`src/rtl/tr_pkg.sv`:
```
// Shared types, default widths and the rate-curve mapping for the
// stepper tracking regulator.
package tr_pkg;

    localparam int DEF_WIDTH_IN   = 12;
    localparam int DEF_WIDTH_WORK = 16;
    localparam int DEF_PHASE_W    = 24;
    localparam int DEF_KSHIFT     = 4;
    localparam int DEF_POS_W      = 32;

    typedef enum logic [2:0] {
        S_IDLE,
        S_TRACK,
        S_DEADZONE,
        S_REVERSE,
        S_DIR_WAIT
    } tr_state_t;

    localparam int WW = DEF_WIDTH_WORK;

    // Piecewise-linear rate curve; the sloped segment clamps at F2
    // and at the word maximum instead of wrapping.
    function automatic logic [WW-1:0] map_rate(
        input logic [WW-1:0] dx,
        input logic [WW-1:0] dx1,
        input logic [WW-1:0] dx2,
        input logic [WW-1:0] f1,
        input logic [WW-1:0] f2,
        input logic [WW-1:0] k
    );
        logic [WW-1:0]   span;
        logic [2*WW-1:0] prod;
        logic [2*WW:0]   sum;
        span = '0;
        prod = '0;
        sum  = '0;
        map_rate = f1;
        if (dx >= dx2) begin
            map_rate = f2;
        end else if (dx >= dx1) begin
            span = dx - dx1;
            prod = {{WW{1'b0}}, k} * {{WW{1'b0}}, span};
            sum  = {{(WW+1){1'b0}}, f1} + {1'b0, prod >> DEF_KSHIFT};
            if (sum > {{(WW+1){1'b0}}, f2})
                map_rate = f2;
            else if (sum > {{(WW+1){1'b0}}, {WW{1'b1}}})
                map_rate = '1;
            else
                map_rate = sum[WW-1:0];
        end
    endfunction

endpackage

```
`src/rtl/tr_stepper_ctrl_step_nco.sv`:
```
// Step NCO: phase accumulator whose carry launches a fixed-width
// step pulse; a pulse always runs to full width once started.
module step_nco
    import tr_pkg::*;
#(
    parameter int WIDTH_WORK = DEF_WIDTH_WORK,
    parameter int PHASE_W    = DEF_PHASE_W,
    parameter int PULSE_W    = 50
) (
    input  logic                  clk,
    input  logic                  rst,
    input  logic                  en,
    input  logic                  clr,
    input  logic [WIDTH_WORK-1:0] rate,
    output logic                  drv_step,
    output logic                  carry
);

    localparam int CW = $clog2(PULSE_W + 1);
    localparam logic [CW-1:0] PW_LAST = CW'(PULSE_W - 1);

    logic [PHASE_W-1:0] phase;
    logic [PHASE_W:0]   sum;
    logic [CW-1:0]      pw_cnt;
    logic               fire;

    assign sum  = {1'b0, phase}
                + {{(PHASE_W + 1 - WIDTH_WORK){1'b0}}, rate};
    assign fire = en && !clr && sum[PHASE_W];

    always_ff @(posedge clk) begin
        if (rst) begin
            phase    <= '0;
            carry    <= 1'b0;
            drv_step <= 1'b0;
            pw_cnt   <= '0;
        end else begin
            carry <= fire;
            if (clr)
                phase <= '0;
            else if (en)
                phase <= sum[PHASE_W-1:0];
            if (fire) begin
                drv_step <= 1'b1;
                pw_cnt   <= PW_LAST;
            end else if (pw_cnt != '0) begin
                pw_cnt <= pw_cnt - 1'b1;
            end else begin
                drv_step <= 1'b0;
            end
        end
    end

endmodule

```
`src/rtl/tr_stepper_ctrl.sv`:
```
// Tracking regulator for a stepper axis: error -> rate curve ->
// slew limit -> NCO steps, with deadzone hysteresis and safe reversal.
module tr_stepper_ctrl
    import tr_pkg::*;
#(
    parameter int WIDTH_IN   = DEF_WIDTH_IN,
    parameter int WIDTH_WORK = DEF_WIDTH_WORK,
    parameter int PHASE_W    = DEF_PHASE_W,
    parameter int KSHIFT     = DEF_KSHIFT,
    parameter int DZ_IN      = 0,
    parameter int DZ_OUT     = 50,
    parameter int PULSE_W    = 50,
    parameter int DIR_SETUP  = 100,
    parameter int POS_W      = DEF_POS_W
) (
    input  logic                    clk,
    input  logic                    rst,
    input  logic                    data_valid,
    input  logic                    tr_mode_enable,
    input  logic [WIDTH_IN-1:0]     x0,
    input  logic [WIDTH_WORK-1:0]   x,
    input  logic [WIDTH_WORK-1:0]   dx1,
    input  logic [WIDTH_WORK-1:0]   dx2,
    input  logic [WIDTH_WORK-1:0]   F1,
    input  logic [WIDTH_WORK-1:0]   F2,
    input  logic [WIDTH_WORK-1:0]   k,
    input  logic [WIDTH_WORK-1:0]   acc_step,
    output logic [WIDTH_WORK-1:0]   rate,
    output logic                    drv_step,
    output logic                    drv_dir,
    output logic                    drv_enable_SM,
    output logic                    in_deadzone,
    output logic signed [POS_W-1:0] pos
);

    localparam int SW = $clog2(DIR_SETUP + 1);
    localparam logic [WIDTH_WORK-1:0] DZ_IN_W  = WIDTH_WORK'(DZ_IN);
    localparam logic [WIDTH_WORK-1:0] DZ_OUT_W = WIDTH_WORK'(DZ_OUT);
    localparam logic [SW-1:0]         SETUP_W  = SW'(DIR_SETUP);

    tr_state_t             state;
    logic [WIDTH_WORK-1:0] x0_ext;
    logic [WIDTH_WORK-1:0] dx;
    logic [WIDTH_WORK-1:0] map;
    logic [WIDTH_WORK-1:0] target;
    logic [WIDTH_WORK-1:0] rate_nxt;
    logic [SW-1:0]         setup_cnt;
    logic                  sgn;
    logic                  track_ok;
    logic                  ramp_pend;
    logic                  nco_en;
    logic                  nco_clr;
    logic                  carry;

    assign x0_ext   = {{(WIDTH_WORK - WIDTH_IN){1'b0}}, x0};
    assign sgn      = x < x0_ext;
    assign dx       = sgn ? x0_ext - x : x - x0_ext;
    assign map      = map_rate(dx, dx1, dx2, F1, F2, k);
    assign track_ok = state == S_TRACK && sgn == drv_dir && dx > DZ_IN_W;

    assign nco_en  = (state == S_TRACK || state == S_DEADZONE)
                   && setup_cnt == '0;
    assign nco_clr = state == S_IDLE;

    assign in_deadzone = state == S_DEADZONE;

    // Slew toward target by at most acc_step, landing exactly on it.
    always_comb begin
        rate_nxt = rate;
        if (target > rate)
            rate_nxt = (target - rate > acc_step) ? rate + acc_step : target;
        else if (rate > target)
            rate_nxt = (rate - target > acc_step) ? rate - acc_step : target;
    end

    step_nco #(
        .WIDTH_WORK (WIDTH_WORK),
        .PHASE_W    (PHASE_W),
        .PULSE_W    (PULSE_W)
    ) u_nco (
        .clk      (clk),
        .rst      (rst),
        .en       (nco_en),
        .clr      (nco_clr),
        .rate     (rate),
        .drv_step (drv_step),
        .carry    (carry)
    );

    always_ff @(posedge clk) begin
        if (rst) begin
            state         <= S_IDLE;
            target        <= '0;
            rate          <= '0;
            ramp_pend     <= 1'b0;
            setup_cnt     <= '0;
            drv_dir       <= 1'b0;
            drv_enable_SM <= 1'b0;
            pos           <= '0;
        end else begin
            ramp_pend <= data_valid;
            if (data_valid)
                target <= track_ok ? map : '0;
            if (ramp_pend)
                rate <= rate_nxt;
            if (carry)
                pos <= drv_dir ? pos + POS_W'(1) : pos - POS_W'(1);
            if (setup_cnt != '0)
                setup_cnt <= setup_cnt - 1'b1;
            if (state == S_IDLE) begin
                rate   <= '0;
                target <= '0;
            end

            if (!tr_mode_enable) begin
                state         <= S_IDLE;
                drv_enable_SM <= 1'b0;
                setup_cnt     <= '0;
            end else begin
                unique case (state)
                    S_IDLE: begin
                        state         <= S_TRACK;
                        drv_dir       <= sgn;
                        drv_enable_SM <= 1'b1;
                    end
                    S_TRACK: begin
                        if (data_valid) begin
                            if (dx <= DZ_IN_W)
                                state <= S_DEADZONE;
                            else if (sgn != drv_dir)
                                state <= S_REVERSE;
                        end
                    end
                    S_DEADZONE: begin
                        if (rate == '0)
                            drv_enable_SM <= 1'b0;
                        if (data_valid && dx >= DZ_OUT_W) begin
                            drv_enable_SM <= 1'b1;
                            state <= (sgn != drv_dir) ? S_REVERSE : S_TRACK;
                        end
                    end
                    S_REVERSE: begin
                        // Flip only once the motor is stopped and idle.
                        if (rate == '0 && !drv_step) begin
                            drv_dir   <= sgn;
                            setup_cnt <= SETUP_W;
                            state     <= S_DIR_WAIT;
                        end
                    end
                    S_DIR_WAIT: begin
                        if (setup_cnt == '0)
                            state <= S_TRACK;
                    end
                    default: state <= S_IDLE;
                endcase
            end
        end
    end

endmodule

```
`config.mk`:
```
export PLATFORM = sky130hd
export DESIGN_NAME = tr_stepper_ctrl
export DESIGN_NICKNAME = d
export VERILOG_FILES = /design/src/rtl/tr_pkg.sv /design/src/rtl/tr_stepper_ctrl_step_nco.sv /design/src/rtl/tr_stepper_ctrl.sv
export SDC_FILE = /design/constraint.sdc
export NUM_CORES = 1
export LEC_CHECK = 0
export ABC_AREA = 0
export BUFFER_PORTS_ARGS = -buffer_cell sky130_fd_sc_hd__buf_2
export CORE_UTILIZATION = 50
export CTS_BUF_LIST = sky130_fd_sc_hd__clkbuf_2
export CTS_CLUSTER_DIAMETER = 200
export DETAILED_ROUTE_END_ITERATION = 8
export PLACE_DENSITY = 0.68
export SLEW_MARGIN = 10
export SYNTH_ARGS = -nofsm -noshare
export SYNTH_HDL_FRONTEND = slang
export SYNTH_SLANG_ARGS = --single-unit
```
`constraint.sdc`:
```
create_clock -name clk -period 15.3 [get_ports clk]
set_input_delay 1.53 -clock clk [delete_from_list [all_inputs] [get_ports clk]]
set_output_delay 1.53 -clock clk [all_outputs]
set_load 0.005 [all_outputs]
```
==> out/results.ini <==
[worst_setup_path]
crit_type = in -> reg
critPathRequiredTime_ps = 15950
cpMostUsedCell = fa_1
critical-path-max-stage-delay_ps = 860
worstPathMaxFanout = 11
crit_arrival_ps = 15150
end_kind = register
crit_slowest_cell = or4_1
crit_path_start_kind = primary input

[cts]
cts_buffers = 9
numClockSinks = 109
path_clk_slew_ps = 330
cts_tree = built
root_buffer = clkbuf_2
htree_num_levels = 3
clock_path_buffers = 2
ctsHoldBuffers = 0
clk_latency_ps = 740
post-cts-setup-buffers = 0
ctsResizeCount = 0

[detailed_routing]
ant_nets = 0
drt-initial-drc-count = 1423
drtPass1Iterations = 5
vias = 21433
drc_errors = 0
wl_um = 67000
via_per_inst = 5.82
drt-wirelength-per-cell_um = 18.2

[yosys]
synthTopCellsByArea = ha_1, fa_1, dfxtp_1, inv_1, nand2_1
async_flop_share = 0
synth_fp_nets = 3624
synth_flop_cell = dfxtp_1
synth_cell_types = 85
synth_mux_area_frac = 0.0172
synth_top_area_cell = ha_1
ys_seq_elements = 109
synth-compound-area-share = 0.205
syn_area_um2 = 23300
yosys.area_share.simple = 0.183
synth_cells = 2961
synth_edf_count = 0
synth-xor-area-share = 0.0605
synth_commonest_cells = inv_1, ha_1, nand2_1
seq_area_frac_synth = 0.0936
yosys_warnings = 0
synth_top_family_by_area = adder cells
synth_most_common_cell = inv_1
avgSynthCellArea_um2 = 7.87
synth_top_area_share = 0.178
synth_fa_ha_area_frac = 0.353

[global_routing]
antenna_found_initial = 7
grt_max_degree = 44
grtUsageTotal = 0.287
first_global_vias = 21322
overflow = 0
grt_pass1_wl_um = 109000

[finish]
drive_gt1_frac = 0.0924
ff_latch_area_um2 = 2180
nets = 3732
n_fill_cell = 4424
area_growth_syn_to_layout_pct = 6.76
multi_input_area_um2 = 19100
final_core_util = 0.545

[floorplanning]
row_count = 78
die_height_um = 218
die_area_um2 = 47500
die_w_um = 218
core_region_area_um2 = 45700
io_pins = 180
initial_core_util = 0.510

[run]
drv_cap = 0

[outcome]
status = completed

[hold_path]
hold_class = reg -> reg

[sta]
setup_viol = 0
rsz0062_at_grt = false
worst_hold_slack_ps = 477
fmax_ghz = 0.0689
hold_violations = 0
fin_skew_ps = 49.3
slew-limit-headroom = 0.307
finalMaxSlewViolations = 0
worstMarginPinSlew_ps = 1040
final.min_clock_period_ps = 14500
post-route-period-util = 0.948

[placed_design]
dp_hpwl_um = 54100
portBuffers = 179
place_congestion = 0.985

==> registers in the layout, indices dropped and copies added (netlist names) <==
| name | flops |
|---|---|
| drv_enable_SM | 1 |
| u_nco.drv_step | 1 |
| u_nco.carry | 1 |
| rate | 16 |
| setup_cnt | 7 |
| target | 16 |
| u_nco.pw_cnt | 6 |
| ramp_pend | 1 |
| state | 3 |
| u_nco.phase | 24 |
| pos | 32 |
| drv_dir | 1 |
==> placed cells by master (no fill, tap or decap), drive strengths merged, types with 15 or more instances in the layout <==
cell type / count
xor2: 61
nand3: 56
xnor2: 100
nor3: 43
nand2: 307
o21bai: 31
a211oi: 37
inv: 428
o221ai: 21
nor2: 175
fa: 204
and2: 101
a21o: 90
mux2i: 39
buf: 205
nand4: 23
nand2b: 36
a31oi: 29
o21ai: 116
and3: 15
nor2b: 25
or2: 20
o21a: 26
dfxtp: 109
ha: 331
or3: 29
a21oi: 185
==> cells by family after synthesis <==
kind of cell,count (synthesis)
AND/OR/NAND/NOR,880
AO/OA/AOI/OAI,702
adder cells (fa/ha/maj),535
buffers and inverters,534
XOR/XNOR,161
flip-flops,109
multiplexers,40
==> path summary, 6_finish.rpt <==
kind                                     start        endpoint  slack, ps  cells after the start
worst min-delay path            u_nco.phase[4]  u_nco.phase[4]        480                      2
worst max register to register         rate[1]        rate[13]       9180                     20
worst max-delay path                      x[0]       target[1]        800                     50
worst min register to register  u_nco.phase[4]  u_nco.phase[4]        480                      2
==> per-layer routing <==
layer | part of all wire | track usage | vias to the layer above
met2 | 0.50 | 0.512 | 595
li1 | - | - | 10314
met3 | 0.048 | 0.0304 | 120
met4 | 0.030 | 0.0967 | 2
met5 | 0.00019 | 0 | -
met1 | 0.42 | 0.356 | 10402
==> worst max-delay path, delay by kind of cell <==
family / cells / cell delay [ps]
adders and majority gates: 12 / 4950
AOI/OAI and AO/OA: 20 / 4930
buffers and inverters: 7 / 710
muxes: 1 / 430
xor gates and xnor gates: 2 / 900
and+or+nand+nor: 8 / 1710
==> per-stage QoR <==
step	setup slack, ps	setup TNS, ps	instances	cell area (um2)
2_1_floorplan	1630	0	2961	23300
3_3_place_gp	280	0	3658	24700
3_5_place_dp	-160	-1510	3658	24700
4_1_cts	625	0	3674	24900
5_1_grt	15.1	0	3677	24900
6_report	795	0	3681	24900
==> layout make-up <==
type / count / share of cell area
well taps: 600 / 0.0302
inverters: 426 / 0.0643
repair buffers: 205 / 0.0438
multi-input cells: 2318 / 0.768
diodes: 7 / 0.000704
flip-flops and latches: 109 / 0.0877
clock inverters: 7 / 0.00337
clock buffers: 9 / 0.00181
Power is not shown: default switching activity piles up to over one toggle a cycle in this logic, so the estimate is an artifact.
